### src/rtl/spi_slv.sv
// SPI mode-0 slave: samples SCLK/MOSI/SS_N in the clk domain, shifts MOSI in MSB-first,
// returns a word latched at frame start on MISO, and reports each frame with a valid pulse.
`timescale 1ns/1ps
module spi_slv #(
  parameter int unsigned SPI_MAXLEN = 32,
  parameter int unsigned CNT_W      = $clog2(SPI_MAXLEN + 1)
) (
  input  logic                  clk,
  input  logic                  sresetn,
  input  logic [SPI_MAXLEN-1:0] tx_data,
  output logic [SPI_MAXLEN-1:0] rx_data,
  output logic [CNT_W-1:0]      rx_nbits,
  output logic                  rx_valid,
  output logic                  overrun,
  output logic                  busy,
  input  logic                  SCLK,
  input  logic                  MOSI,
  output logic                  MISO,
  input  logic                  SS_N
);

  localparam logic [CNT_W-1:0] MAX_CNT = CNT_W'(SPI_MAXLEN);

  typedef enum logic [1:0] {IDLE, ACTIVE, DONE} state_t;

  state_t state, state_d;

  logic [2:0] sclk_sync, ss_sync, mosi_sync;
  logic       sclk_rise, sclk_fall, ss_rise, ss_fall, mosi_s;

  logic [SPI_MAXLEN-1:0] tx_shift, tx_shift_d;
  logic [SPI_MAXLEN-1:0] rx_shift, rx_shift_d;
  logic [SPI_MAXLEN-1:0] rx_data_d;
  logic [CNT_W-1:0]      cnt, cnt_d, rx_nbits_d;
  logic                  ovf, ovf_d, pend, pend_d;
  logic                  overrun_d, rx_valid_d, busy_d;

  // Two-flop synchronisers plus an edge-detect flop; idle bus levels at reset
  always_ff @(posedge clk or negedge sresetn) begin
    if (!sresetn) begin
      sclk_sync <= 3'b000;
      ss_sync   <= 3'b111;
      mosi_sync <= 3'b000;
    end else begin
      sclk_sync <= {sclk_sync[1:0], SCLK};
      ss_sync   <= {ss_sync[1:0], SS_N};
      mosi_sync <= {mosi_sync[1:0], MOSI};
    end
  end

  assign sclk_rise = sclk_sync[1] & ~sclk_sync[2];
  assign sclk_fall = ~sclk_sync[1] & sclk_sync[2];
  assign ss_rise   = ss_sync[1] & ~ss_sync[2];
  assign ss_fall   = ~ss_sync[1] & ss_sync[2];
  assign mosi_s    = mosi_sync[2];

  // MISO is the top bit of the transmit shifter, which is cleared whenever the FSM is idle
  assign MISO = tx_shift[SPI_MAXLEN-1];

  always_ff @(posedge clk or negedge sresetn) begin
    if (!sresetn) begin
      state    <= IDLE;
      tx_shift <= '0;
      rx_shift <= '0;
      cnt      <= '0;
      ovf      <= 1'b0;
      pend     <= 1'b0;
      rx_data  <= '0;
      rx_nbits <= '0;
      overrun  <= 1'b0;
      rx_valid <= 1'b0;
      busy     <= 1'b0;
    end else begin
      state    <= state_d;
      tx_shift <= tx_shift_d;
      rx_shift <= rx_shift_d;
      cnt      <= cnt_d;
      ovf      <= ovf_d;
      pend     <= pend_d;
      rx_data  <= rx_data_d;
      rx_nbits <= rx_nbits_d;
      overrun  <= overrun_d;
      rx_valid <= rx_valid_d;
      busy     <= busy_d;
    end
  end

  // Next-state and datapath; a select fall seen in DONE is held in pend for the next IDLE cycle
  always_comb begin
    state_d    = state;
    tx_shift_d = tx_shift;
    rx_shift_d = rx_shift;
    cnt_d      = cnt;
    ovf_d      = ovf;
    pend_d     = pend;
    rx_data_d  = rx_data;
    rx_nbits_d = rx_nbits;
    overrun_d  = overrun;
    rx_valid_d = 1'b0;
    unique case (state)
      IDLE: begin
        if (ss_fall || pend) begin
          state_d    = ACTIVE;
          tx_shift_d = tx_data;
          rx_shift_d = '0;
          cnt_d      = '0;
          ovf_d      = 1'b0;
          pend_d     = 1'b0;
        end
      end
      ACTIVE: begin
        if (ss_rise) begin
          state_d    = DONE;
          tx_shift_d = '0;
        end else if (sclk_rise) begin
          rx_shift_d = {rx_shift[SPI_MAXLEN-2:0], mosi_s};
          if (cnt == MAX_CNT) ovf_d = 1'b1;
          else                cnt_d = cnt + CNT_W'(1);
        end else if (sclk_fall) begin
          tx_shift_d = {tx_shift[SPI_MAXLEN-2:0], 1'b0};
        end
      end
      DONE: begin
        state_d    = IDLE;
        rx_data_d  = rx_shift;
        rx_nbits_d = cnt;
        overrun_d  = ovf;
        rx_valid_d = 1'b1;
        if (ss_fall) pend_d = 1'b1;
      end
      default: state_d = IDLE;
    endcase
    busy_d = (state_d != IDLE);
  end

endmodule
### config.mk
export PLATFORM = sky130hd
export DESIGN_NAME = spi_slv
export DESIGN_NICKNAME = d
export VERILOG_FILES = /design/src/rtl/spi_slv.sv
export SDC_FILE = /design/constraint.sdc
export NUM_CORES = 1
export LEC_CHECK = 0
export ABC_AREA = 1
export CORE_ASPECT_RATIO = 2
export CORE_MARGIN = 2
export CORE_UTILIZATION = 45
export CTS_BUF_LIST = sky130_fd_sc_hd__clkbuf_8
export CTS_CLUSTER_SIZE = 20
export DETAILED_ROUTE_END_ITERATION = 7
export PLACE_DENSITY = 0.68
export REMOVE_ABC_BUFFERS = 1
export SETUP_SLACK_MARGIN = 0.15
export SLEW_MARGIN = 20
export SYNTH_ARGS = -nofsm -noshare
export SYNTH_HDL_FRONTEND = slang
export SYNTH_SLANG_ARGS = --single-unit
### constraint.sdc
create_clock -name clk -period 2.8 [get_ports clk]
set_input_delay 0.7 -clock clk [delete_from_list [all_inputs] [get_ports clk]]
set_output_delay 0.7 -clock clk [all_outputs]
set_load 0.01 [all_outputs]
# Yosys cells after proc, flatten, opt, wreduce, memory -nomap -nowiden

Index checks and enable logic that the tools add are counted.

Register bits: 124
Output and inout port bits: 42
Bits of input ports: 37
Logic and storage cells: 69

Bitwise gates (word level): 8
Mux-type cells: 25
Equal/unequal tests: 11
Reductions and logical operators: 10
Add/sub/neg operators: 1

Operators by type and width:

| operator            | count |
|---|---|
| $mux 32             | 7 |
| $pmux 32 s2         | 2 |
| $mux 6              | 4 |
| $ne 2x2->1 const B  | 6 |
| $pmux 6 s2          | 1 |
| $reduce_and 5->1    | 2 |
| $reduce_and 4->1    | 2 |
| $add 6x1->6 const B | 1 |
| $eq 6x6->1 const B  | 1 |
| $mux 1              | 6 |
| $ne 3x3->1 const B  | 2 |
| $reduce_bool 2->1   | 3 |
| $and 1x1->1         | 4 |
| $mux 2              | 2 |
| $not 1->1           | 4 |
| $pmux 1 s2          | 2 |
| $pmux 2 s2          | 1 |
| $reduce_and 3->1    | 1 |
| $eq 2x1->1 const B  | 1 |
| $eq 2x2->1 const B  | 1 |
| $logic_not 2->1     | 1 |
| $logic_or 1x1->1    | 1 |

# Depth between registers and ports, before layout

Word-level depth: 6
Mapped depth: 9
Depth with buffers taken out: 9

# Worst setup path before layout

Ideal clock, no wire load.

Path type: register to register
Start: register ss_sync[2]
End: register rx_shift[10]
Library setup time: 0.133 ns
Path buffers: 2
Clock period less this slack: 1.476 ns
Required time: 2.667 ns
Data arrival time: 1.344 ns
Stages on the path, launching flop included: 10
Slack: 1.324 ns
Cell sequence: dfstp_2 > inv_1 > nand2_1 > nand3_1 > nand2_1 > nand2_1 > buf_4 > buf_4 > nand2_1 > o21ai_0

Word-level cells in the longest chain between the ends: 4
Elaborated cells on any way between the ends: 7
Those cells by class: 2 x eq/ne; 3 x bitwise; 2 x reduce/logical

RTL lines:

| item                                            | line    | source |
|---|---|---|
| start, declared                                 | 28      | `logic [2:0] sclk_sync, ss_sync, mosi_sync;` |
| start signal, assigned                          | 46      | `ss_sync <= {ss_sync[1:0], SS_N};` |
| $and 1x1->1 or $not 1->1 (tied branches)        | 54, 53  |  |
| $logic_or 1x1->1 or $and 1x1->1 (tied branches) | 102, 53 |  |
| $ne 2x2->1 (no source line)                     | --      |  |
| $reduce_and 4->1 (no source line) (*)           | --      |  |
| end signal, assigned                            | 76      | `rx_shift <= rx_shift_d;` |
| end, declared                                   | 32      | `logic [SPI_MAXLEN-1:0] rx_shift, rx_shift_d;` |

Mark *: on every way between the ends. The rest lies on a longest branch, timed or not.
A chain may end at the register's enable or synchronous reset.

# Final worst setup path

Start: register rx_data[2]
End: output rx_data[2]

RTL lines:

| item                   | line | source |
|---|---|---|
| start, declared        | 11   | `output logic [SPI_MAXLEN-1:0] rx_data,` |
| start signal, assigned | 80   | `rx_data <= rx_data_d;` |

No word-level cell between the ends.

==> results_dict.tcl <==
set metrics [dict create \
    status "complete, no violations" \
    drc 0 \
    hpwlAfterDp_um 7160 \
    nets 752 \
    grt_max_degree 68 \
    post-synth-top-count-cell "nand2_1" \
    p_leak_nw 3.29 \
    vias 4338 \
    path_cells "clkdlybuf4s50_1" \
    slew_headroom_pct 51.5 \
    tightest_slew_ps 727 \
    fp.dieArea_mm2 0.0126 \
    drtIter0Drc 308 \
    setup_viol 0 \
    powerDensity_mw_per_mm2 830 \
    drtPass1Iterations 5 \
    max_freq_mhz 485 \
    htreeDepth 4 \
    synth.distinct_cells 20 \
    max_stage_delay_ps 550 \
    synth_top_cell_area_share_pct 57.6 \
    cts_inserted_buffers 17 \
    synthArstFlopShare_pct 100 \
    wl_per_cell_um 12.6 \
    ys_ff_latch 124 \
    initial_core_util_pct 46.3 \
    syn_avg_cell_area_um2 8.19 \
    cp_num_buf_inv 1 \
    port_buffers 78 \
    post_cts_resized 0 \
    reg2reg_depth 7 \
    synth_ff_type "dfrtp_1" \
    place.gp.congestion 0.870 \
    synth.top_cells.by_count "nand2_1 (334), dfrtp_1 (121), nand3_1 (68), o21ai_1 (34), clkbuf_1 (19)" \
    grt_overflow 0 \
    cts_hold_buf 0 \
    yosys.area.top_type "dfrtp_1" \
    clockBufferDepth 2 \
    end_kind "output port" \
    worstPathRequired_ps 2100 \
    cts_root_buffer "clkbuf_8" \
    ant_nets 0 \
    cts_setup_buffers 0 \
    grt_pass1_wl_um 19200 \
    peakVddDrop_uv 540 \
    drive_gt1_share_pct 7.30 \
    path_depth 1 \
    clk_latency_ps 430 \
    fin_crit_ps 2060 \
    timing.hold.ws_ps 221 \
    rsz0062_at_grt "no" \
    synth_area_leaders "dfrtp_1 (58%), nand2_1 (24%), nand3_1 (6.5%)" \
    critPathSlowestCell "clkdlybuf4s50_1" \
    avgViaCountPerCell 5.00 \
    finClkSkew_ps 10.1 \
    instances_no_fill 868 \
    die_h_um 157 \
    placedCellCount 836 \
    synth_area_mm2 0.00526 \
    start_kind "flop" \
    min_path_type "input port to asynchronous set/reset pin" \
    drt_wl_total_um 10900 \
    critical_path_arrival_ps 1360 \
    ys_warn_count 0 \
    antenna_found_initial 0 \
    finalMaxSlewViolations 0 \
    fin_crit_sh_pct 73.7 \
    postSynthCellCount 642 \
    rows 55 \
    antenna_cells 0 \
    die_w_um 80.4 \
    critPathTopFamily "buffers and inverters" \
    ioPinCount 79 \
    finalHoldViolCount 0 \
    critPathKind "flop to output port" \
    clk_pin_slew_ps 70 \
    clkSinkCount 124 \
    synth_edf_count 0 \
    drv_cap 0 \
    yosysSeqAreaShare_pct 59.1 \
    core_area_mm2 0.0114 \
    grt_usage_pct 19.5 \
    cts_tree "yes" \
    crit_fanout 2 \
    area_growth_pct 24.0 \
    grt_pass1_vias 4463 \
]
## path summary, 6_finish.rpt
path                                   startpoint                  endpoint  slack [ps]
max in group asynchronous                 sresetn      ss_sync[1]$_DFF_PN1_        1770
hold / removal                            sresetn    mosi_sync[0]$_DFF_PN0_         220
min in group clk           sclk_sync[0]$_DFF_PN0_    sclk_sync[1]$_DFF_PN0_         350
hold reg to reg            sclk_sync[0]$_DFF_PN0_    sclk_sync[1]$_DFF_PN0_         350
setup reg to reg               state[0]$_DFF_PN0_  tx_shift[22]$_DFFE_PN0P_         800
setup / recovery           rx_data[2]$_DFFE_PN0P_                rx_data[2]         740
## layout by cell type (no fill, tap or decap), types with 4 or more instances in the layout
cell             count
clkinv_2             6
o21ai_0              7
o21ai_1             34
clkbuf_8            18
inv_2                4
inv_1               12
buf_4               10
nand2_1            333
clkdlybuf4s50_1     77
nor2_1              16
dfrtp_1            121
nand3_1             68
## power breakdown
part           leakage (nW)  switching, W  internal, W
Clock                 0.197      0.000680     0.000798
Combinational          1.43       0.00112     0.000529
Sequential             1.66      0.000179      0.00210
## sequential cells by signal (all words and copies together) (netlist names)
signal and cells:
rx_data 32, rx_shift 32, tx_shift 32, cnt 6, rx_nbits 6, mosi_sync 3, sclk_sync 3, ss_sync 3
state 2, busy 1, overrun 1, ovf 1, pend 1, rx_valid 1
## cells by family after synthesis
| family | Yosys count | synth area share, % |
|---|---|---|
| AOI/OAI and AO/OA | 41 | 3.90 |
| DFF | 124 | 59.1 |
| and+or+nand+nor | 424 | 32.3 |
| adders and majority gates | 2 | 0.476 |
| xor gates and xnor gates | 1 | 0.167 |
| buffers and inverters | 50 | 4.09 |
## area by class of cell
class / instances / area (um^2)
fill: 1079 / 4840
sequential: 124 / 3110
multi-input combinational: 468 / 1940
timing repair buffer: 88 / 866
clock buffer: 18 / 248
tap: 142 / 178
clock inverter: 14 / 129
inverter: 14 / 52.6
## stage by stage
step / cell area (um^2) / setup WS [ps] / setup TNS [ps] / utilization, % / power, W
2_1_floorplan: 5090 / -374 / -10260 / - / 0.00335
3_3_place_gp: 6140 / 922 / 0 / 54.1 / 0.00391
3_5_place_dp: 6140 / 819 / 0 / 54.1 / 0.00398
4_1_cts: 6520 / 690 / 0 / 57.4 / 0.00549
5_1_grt: 6520 / 517 / 0 / 57.4 / 0.00581
6_report: 6520 / 736 / 0 / 57.4 / 0.00541
## per-layer routing
layer / vias up / global-route usage (%) / routed length (um) / share of wire (%)
li1: 2163 / - / - / -
met1: 2035 / 21.5 / 4310 / 40
met2: 123 / 34.0 / 5870 / 54
met3: 17 / 4.21 / 478 / 4.4
met4: 0 / 10.6 / 232 / 2.1
met5: - / 0 / 0 / 0
Note: power is estimated with default switching activity, not from simulation.
